File: src/rtl/mem_access_stage_pkg.sv
// Shared types for the MEM stage: FSM states, write-back
// source encodings and the MEM/WB bundle.
package mem_access_stage_pkg;

    typedef enum logic [1:0] {
        S_IDLE = 2'd0,
        S_REQ  = 2'd1,
        S_WAIT = 2'd2
    } state_t;

    localparam logic [1:0] MTR_ALU = 2'b00;
    localparam logic [1:0] MTR_MEM = 2'b01;
    localparam logic [1:0] MTR_PC4 = 2'b10;

    typedef struct packed {
        logic        reg_write;
        logic [4:0]  rd;
        logic [31:0] data;
    } wb_t;

    // 2'b11 is reserved and falls back to the ALU result.
    function automatic logic [31:0] wb_select(
        input logic [1:0]  mtr,
        input logic [31:0] alu,
        input logic [31:0] mem,
        input logic [31:0] pc4
    );
        logic [31:0] r;
        r = alu;
        unique case (mtr)
            MTR_MEM: r = mem;
            MTR_PC4: r = pc4;
            default: r = alu;
        endcase
        return r;
    endfunction

endpackage

File: src/rtl/mem_wb_reg.sv
// MEM/WB pipeline register with stall bubble and fault squash.
// Ports: clk, reset (async, high), stall, squash, wb_in, wb_out.
module mem_wb_reg
    import mem_access_stage_pkg::*;
(
    input  logic clk,
    input  logic reset,
    input  logic stall,
    input  logic squash,
    input  wb_t  wb_in,
    output wb_t  wb_out
);

    // While stalled only the write enable drops; rd/data hold.
    always_ff @(posedge clk or posedge reset) begin
        if (reset) begin
            wb_out <= '0;
        end else if (stall) begin
            wb_out.reg_write <= 1'b0;
        end else begin
            wb_out <= '{
                reg_write: wb_in.reg_write & ~squash,
                rd:        wb_in.rd,
                data:      wb_in.data
            };
        end
    end

endmodule

File: src/rtl/mem_access_stage.sv
// MEM stage: drives the valid/ready data-memory port, stalls
// upstream while an access is in flight, and feeds MEM/WB.
// Ports: EX/MEM bundle in (MEM_*), dmem_req_* / dmem_resp_*,
// mem_stall, mem_fault, WB_* registered write-back controls.
module mem_access_stage
    import mem_access_stage_pkg::*;
#(
    parameter int TIMEOUT_CYCLES = 256,
    parameter int CNT_W          = 8
) (
    input  logic        clk,
    input  logic        reset,
    input  logic [31:0] MEM_PCplus4,
    input  logic [31:0] MEM_ALU_out,
    input  logic [4:0]  MEM_Write_register,
    input  logic [31:0] MEM_Databus2,
    input  logic        MEM_RegWrite,
    input  logic        MEM_MemRead,
    input  logic        MEM_MemWrite,
    input  logic [1:0]  MEM_MemtoReg,
    output logic        dmem_req_valid,
    input  logic        dmem_req_ready,
    output logic        dmem_req_we,
    output logic [31:0] dmem_req_addr,
    output logic [31:0] dmem_req_wdata,
    input  logic        dmem_resp_valid,
    input  logic [31:0] dmem_resp_rdata,
    output logic        mem_stall,
    output logic        mem_fault,
    output logic        WB_RegWrite,
    output logic [4:0]  WB_Write_register,
    output logic [31:0] WB_Write_data
);

    state_t           state;
    state_t           state_nxt;
    logic [CNT_W-1:0] cnt;
    logic             op;
    logic             bad;
    logic             last;
    logic             req;
    logic             stall;
    logic             fault_now;
    wb_t              wb_in;
    wb_t              wb_out;

    assign op  = MEM_MemRead | MEM_MemWrite;
    assign bad = (MEM_MemRead & MEM_MemWrite)
               | (op & (MEM_ALU_out[1:0] != 2'b00));

    // Abort on the cycle the count would reach TIMEOUT_CYCLES-1.
    assign last = (cnt == CNT_W'(TIMEOUT_CYCLES - 2));

    always_ff @(posedge clk or posedge reset) begin
        if (reset) begin
            state <= S_IDLE;
        end else begin
            state <= state_nxt;
        end
    end

    always_ff @(posedge clk or posedge reset) begin
        if (reset) begin
            cnt <= '0;
        end else if (state == S_IDLE) begin
            cnt <= '0;
        end else begin
            cnt <= cnt + 1'b1;
        end
    end

    always_comb begin
        state_nxt = state;
        req       = 1'b0;
        stall     = 1'b0;
        fault_now = 1'b0;
        unique case (state)
            S_IDLE: begin
                if (bad) begin
                    fault_now = 1'b1;
                end else if (op) begin
                    req = 1'b1;
                    if (!dmem_req_ready) begin
                        stall     = 1'b1;
                        state_nxt = S_REQ;
                    end else if (!MEM_MemWrite) begin
                        stall     = 1'b1;
                        state_nxt = S_WAIT;
                    end
                end
            end
            S_REQ: begin
                req = 1'b1;
                if (dmem_req_ready && MEM_MemWrite) begin
                    state_nxt = S_IDLE;
                end else if (last) begin
                    fault_now = 1'b1;
                    state_nxt = S_IDLE;
                end else begin
                    stall = 1'b1;
                    if (dmem_req_ready) begin
                        state_nxt = S_WAIT;
                    end
                end
            end
            S_WAIT: begin
                if (dmem_resp_valid) begin
                    state_nxt = S_IDLE;
                end else if (last) begin
                    fault_now = 1'b1;
                    state_nxt = S_IDLE;
                end else begin
                    stall = 1'b1;
                end
            end
            default: state_nxt = S_IDLE;
        endcase
    end

    // Reset must drop the request and release upstream at once.
    assign dmem_req_valid = req & ~reset;
    assign mem_stall      = stall & ~reset;
    assign dmem_req_we    = MEM_MemWrite;
    assign dmem_req_addr  = MEM_ALU_out;
    assign dmem_req_wdata = MEM_Databus2;

    always_ff @(posedge clk or posedge reset) begin
        if (reset) begin
            mem_fault <= 1'b0;
        end else begin
            mem_fault <= fault_now;
        end
    end

    assign wb_in = '{
        reg_write: MEM_RegWrite,
        rd:        MEM_Write_register,
        data:      wb_select(MEM_MemtoReg, MEM_ALU_out,
                             dmem_resp_rdata, MEM_PCplus4)
    };

    mem_wb_reg u_mem_wb_reg (
        .clk    (clk),
        .reset  (reset),
        .stall  (stall),
        .squash (fault_now),
        .wb_in  (wb_in),
        .wb_out (wb_out)
    );

    assign WB_RegWrite       = wb_out.reg_write;
    assign WB_Write_register = wb_out.rd;
    assign WB_Write_data     = wb_out.data;

endmodule

File: config.mk
export PLATFORM = sky130hd
export DESIGN_NAME = mem_access_stage
export DESIGN_NICKNAME = d
export VERILOG_FILES = /design/src/rtl/mem_access_stage_pkg.sv /design/src/rtl/mem_wb_reg.sv /design/src/rtl/mem_access_stage.sv
export SDC_FILE = /design/constraint.sdc
export NUM_CORES = 1
export LEC_CHECK = 0
export CAP_MARGIN = 0
export CORE_MARGIN = 2
export CORE_UTILIZATION = 34
export CTS_CLUSTER_DIAMETER = 30
export DETAILED_ROUTE_END_ITERATION = 16
export PLACE_DENSITY = 0.83
export RECOVER_POWER = 50
export SYNTH_ARGS = -nofsm -noshare
export SYNTH_HDL_FRONTEND = slang
export SYNTH_SLANG_ARGS = --single-unit
File: constraint.sdc
create_clock -name clk -period 2.1 [get_ports clk]
set_clock_uncertainty 0.05 [all_clocks]
set_input_delay 0.21 -clock clk [delete_from_list [all_inputs] [get_ports clk]]
set_output_delay 0.21 -clock clk [all_outputs]
set_load 0.05 [all_outputs]
======== Yosys cells after proc, flatten, opt, wreduce, memory -nomap -nowiden ========
Index checks and enable logic that the tools add are counted.
storage, ports and cells
  flip-flop bits (word level) ............. 49
  latch bits .............................. 0
  bits in writable memories ............... 0
  ROM bits ................................ 0
  input bits .............................. 142
  output and inout port bits .............. 106
  memories ................................ 0
cells by class
  add/subtract/negate cells ............... 1
  $mul .................................... 0
  div/mod/pow operators ................... 0
  magnitude comparators ................... 0
  eq/ne operators ......................... 10
  shifts and indexed selects .............. 0
  mux-type cells .......................... 29
  bitwise gates (word level) .............. 9
  reductions and logical operators ........ 4
operator list
  cell                   number
  $pmux W32 S2           1
  $mux W2                9
  $mux W1                14
  $add A8 B1 Y8 const B  1
  $eq A8 B8 Y1 const B   1
  $mux W8                1
  $ne A3 B3 Y1 const B   2
  $pmux W1 S3            2
  $pmux W2 S3            1
  $and A1 B1 Y1          5
  $reduce_and A5 Y1      1
  $eq A2 B1 Y1 const B   2
  $eq A2 B2 Y1 const B   2
  $ne A2 B2 Y1 const B   2
  $ne A4 B4 Y1 const B   1
  $logic_not A2 Y1       1
  $not A1 Y1             2
  $or A1 B1 Y1           2
  $pmux W1 S2            1
  $reduce_bool A2 Y1     1
  $logic_and A1 B1 Y1    1

======== Logic depth before layout (Yosys ltp) ========
  depth after elaboration ................. 8
  depth in mapped cells ................... 7
  mapped depth without buffers ............ 5

======== Modules after synthesis ========
Synthesis repeated with hierarchy kept, for this count alone.
second synthesis, totals
  cells, all modules ...................... 324
  area total of the unflattened synthesis .. 3180.6 µm²
by module, submodules not included
  module            times used  cells an instance  area an instance (µm²)  sequential area each (µm²)
  mem_access_stage  1           243                1691.6                  275.3
  mem_wb_reg        1           81                 1488.9                  950.9

======== Least setup slack after synthesis ========
No wires, ideal clock.
  path type ............................... in2out
  start point ............................. in dmem_req_ready
  end point ............................... out mem_stall
  arrival ................................. 1831 ps
  required time ........................... 1840 ps
  setup slack ............................. 9 ps
  cell stages on the path ................. 6
  path buffers ............................ 2
  cells stage by stage .................... or3b_1 a21oi_2 a22oi_2 buf_6 buf_6 nor2_1
between the ends
  cells in the longest elaborated chain, start to end .. 5
ends and longest elaborated chain
  what               RTL line                 RTL
  from (decl)        mem_access_stage.sv:22   input logic dmem_req_ready,
  $mux W1            mem_access_stage.sv:83   if (!dmem_req_ready) begin
  $mux W1            mem_access_stage.sv:81   end else if (op) begin
  $mux W1            mem_access_stage.sv:79   if (bad) begin
  $pmux W1 S3 (*)    mem_access_stage.sv:77   unique case (state)
  $and A1 B1 Y1 (*)  mem_access_stage.sv:122  assign mem_stall = stall & ~reset;
  to (decl)          mem_access_stage.sv:28   output logic mem_stall,
Mark *: on every way between the ends. The rest lies on a longest branch, timed or not.

======== Worst setup path after layout ========
  start point ............................. reg cnt[2]
  end point ............................... reg u_mem_wb_reg.wb_out[9] (netlist name)
between the ends
  cells in the longest elaborated chain, start to end .. 4
ends and longest elaborated chain
  what                               RTL line                                         RTL
  from (decl)                        mem_access_stage.sv:37                           logic [CNT_W-1:0] cnt;
  from (signal assigned)             mem_access_stage.sv:68                           cnt <= cnt + 1'b1;
  $eq A8 B8 Y1 (*)                   mem_access_stage.sv:52                           assign last = (cnt == CNT_W'(TIMEOUT_CYCLES - 2));
  $mux W1 (*)                        mem_access_stage.sv:96, mem_access_stage.sv:109
  $mux W1, on equally long branches  mem_access_stage.sv:107, mem_access_stage.sv:94
  $pmux W1 S3 (*)                    mem_access_stage.sv:77
Marked as above.
A chain may end at the register's enable or synchronous reset.

==> results by group <==
Critical path
  – WS Path Type: reg -> reg
  – Max FO, Critical Path: 15
  – Worst setup EP type: flip-flop
  – Worst EP required: 2.23 ns
  – CP Launch Type: flip-flop
  – Crit path DAT: 2.11 ns

Clocking
  – CTS tree: yes
  – Clk buf depth: 2
  – TritonCTS Buffers: 5
  – H-tree levels: 2
  – Sink Count: 49
  – Clk root buf: clkbuf_8
  – Clock transition at path regs: 0.10 ns
  – Latest clock arrival within the worst-skew pair: 0.30 ns

Finish
  – Post-layout util: 0.533
  – Nets: 594
  – Post-route cell area: 4700 um2
  – Register Area: 1230 um2
  – P&R area growth vs syn: 50.1%
  – Filler instances: 799
  – Layout cells sized above 1: 0.180
  – Ant. Diodes: 0
  – Multi-input logic area: 1320 um2
  – Finished Layout Cells: 557

Die
  – Die ar.: 9980 um2
  – Core ar.: 8810 um2
  – Die Span X: 99.9 um
  – IO Count: 248
  – Initial core utilization: 0.355
  – Chip height: 99.9 um
  – Row cnt: 34

Pwr
  – Sw Pwr: 1.26 mW
  – Switching share of power: 0.394
  – Cell Pwr Density: 683 nW/um2
  – VDD IR max: 0.000466 V
  – Leakage power: 1.99 nW
  – Clock share of power: 0.176
  – Logic pwr share: 0.470
  – Pwr Total: 3.21 mW
  – P_int: 1.94 mW
  – Part of the power in registers: 0.354

Min path
  – Min-Delay Path Class: in -> out

STA
  – Final Setup Violations: 0
  – Measured slew at the worst slew-check pin: 0.867 ns
  – Slew Limit Headroom: 0.422
  – Final count of hold timing violations: 0
  – RSZ-0062 raised after global routing: false
  – Final Worst Setup Slack: 0.124 ns
  – Setup TNS: 0 ns
  – Final max-slew violation count: 0
  – Final hold slack: 0.370 ns
  – Tcrit/Tclk final: 0.941
  – Tmin final: 1.98 ns
  – Max Fclk: 506 MHz

Synth
  – Area share of the largest cell type after synthesis: 0.392
  – Synth Instances: 321
  – Syn_nets: 467
  – Synth area leaders: dfrtp_1 (39%), buf_4 (16%), mux2_2 (10%)
  – Netlist Area Pre-Place: 3130 um2
  – Sequential area share after synthesis: 0.392
  – Cell accounting for the most synthesized area: dfrtp_1
  – Synth unique cells: 33
  – Synthesis Warnings: 0
  – #FFs+latches synth: 49
  – Avg Synthesized Cell Area: 9.74 um2

Drt
  – DRC viols: 0
  – Detailed-route wire length: 8.72 mm
  – DRT antenna net count: 0
  – Routed via count: 2725
  – Via density: 4.89
  – Iteration-0 DRC Markers: 89
  – Avg WL per Cell: 15.6 um
  – Total iterations of the first detailed-routing run: 4

GRT
  – First-pass GRT wire length: 13.2 mm
  – Global route overflow: 0
  – Vias in the first global route: 2740
  – Initial antenna violation count: 0
  – GRT Total Usage: 0.167
  – Largest net degree at the start of global routing: 34

Placed design
  – Post-DP HPWL: 7.28 mm
  – Place WS: -0.185 ns
  – Post-DP Area: 4660 um2
  – GP Congestion: 0.855
  – Dpl cells: 547
  – PortBufs: 183

Job
  – Max capacitance violation total: 0

Status
  – Status: completed
[cell usage in the layout, fill, tap and decap left out, drive strengths merged]
cell type | netlist | layout
a21o | 1 | 1
o2111a | 1 | 1
dlymetal6s2s | 0 | 1
and3b | 1 | 1
clkdlybuf4s50 | 0 | 150
mux2i | 1 | 1
a22oi | 33 | 33
clkbuf | 14 | 25
mux2 | 37 | 37
and4 | 1 | 1
nand2b | 2 | 2
xor2 | 5 | 5
o21ai | 34 | 34
ha | 4 | 4
inv | 4 | 6
xnor2 | 1 | 1
clkinvlp | 0 | 1
dfrtp | 49 | 49
or3b | 1 | 1
nor3b | 1 | 1
a21oi | 3 | 3
nand4 | 2 | 2
nor2b | 1 | 1
maj3 | 1 | 1
or2 | 1 | 1
buf | 69 | 31
nand2 | 36 | 36
nor2 | 11 | 11
nand3 | 4 | 4
dlygate4sd3 | 0 | 1
and3 | 1 | 1
nor3 | 2 | 2
[metal layers]
layer,track usage,vias up,part of all wire
met1,0.184,1263,0.37
li1,-,1302,-
met4,0.0432,0,0.016
met3,0.0571,14,0.10
met2,0.308,146,0.51
met5,0,-,0
[worst paths after layout]
check | cells past startpoint | slack, ns | end | from
setup / recovery | 6 | 0.12 | u_mem_wb_reg.wb_out[9] | cnt[2]
hold reg to reg | 1 | 0.46 | u_mem_wb_reg.wb_out[16] | u_mem_wb_reg.wb_out[16]
hold / removal | 0 | 0.37 | dmem_req_wdata[23] | MEM_Databus2[23]
min in group asynchronous | 2 | 0.41 | state[0] | reset
max in group asynchronous | 3 | 0.42 | u_mem_wb_reg.wb_out[25] | reset
setup reg to reg | 6 | 0.12 | u_mem_wb_reg.wb_out[9] | cnt[2]
[cells in the mapped netlist, drive strengths merged]
master  count
buf        69
dfrtp      49
mux2       37
nand2      36
o21ai      34
a22oi      33
clkbuf     14
nor2       11
xor2        5
ha          4
inv         4
nand3       4
a21oi       3
nand2b      2
nand4       2
nor3        2
a21o        1
and3        1
and3b       1
and4        1
maj3        1
mux2i       1
nor2b       1
nor3b       1
o2111a      1
or2         1
or3b        1
xnor2       1
[power by group through the flow]
stage / clock network [mW] / registers (mW) / logic (mW)
after floorplan: 0 / 1.56 / 0.670
final: 0.564 / 1.13 / 1.51
after detailed placement: 0 / 1.15 / 1.53
after CTS: 0.599 / 1.14 / 1.54
after global routing: 0.640 / 1.15 / 1.58
after global placement: 0 / 1.15 / 1.51
[critical path, cell delays in order, from the launching register on]
cell and delay (ns):
dfrtp_1 0.42, and4_1 0.24, nand4_1 0.15, a22oi_2 0.32, buf_4 0.19, buf_12 0.15, mux2_2 0.34
[registers in the layout, summed over array words and instances (netlist names)]
register,flops
mem_fault,1
state,2
cnt,8
u_mem_wb_reg.wb_out,38
[layout make-up]
cell class / instances / share of cell area
Clock inverter: 3 / 0.00533
Multi-Input combinational cell: 185 / 0.281
Tap cell: 108 / 0.0288
Sequential cell: 49 / 0.261
Inverter: 4 / 0.00320
Clock buffer: 5 / 0.0147
Timing Repair Buffer: 203 / 0.406
[logic make-up (layout without fill, tap and decap cells)]
group | count (synthesis) | after routing | synth area share
compound gates | 72 | 72 | 0.147
xor+xnor | 6 | 6 | 0.0168
fa+ha+maj | 5 | 5 | 0.0192
buf+inv | 87 | 215 | 0.188
flops | 49 | 49 | 0.392
mux | 38 | 38 | 0.146
simple gates | 64 | 64 | 0.0908
[repair_timing]
| item | 4_1_cts | 5_1_grt |
|---|---|---|
| hold endpoints to repair | 0 | 0 |
| gates resized for setup | 1 | 1 |
| hold buffers | 0 | 0 |
| setup endpoints to repair | 1 | 1 |
| pin swaps | 1 | 0 |
| gates cloned | 0 | 0 |
| buffers inserted | 2 | 0 |
Power figures use the tool's default switching activity.
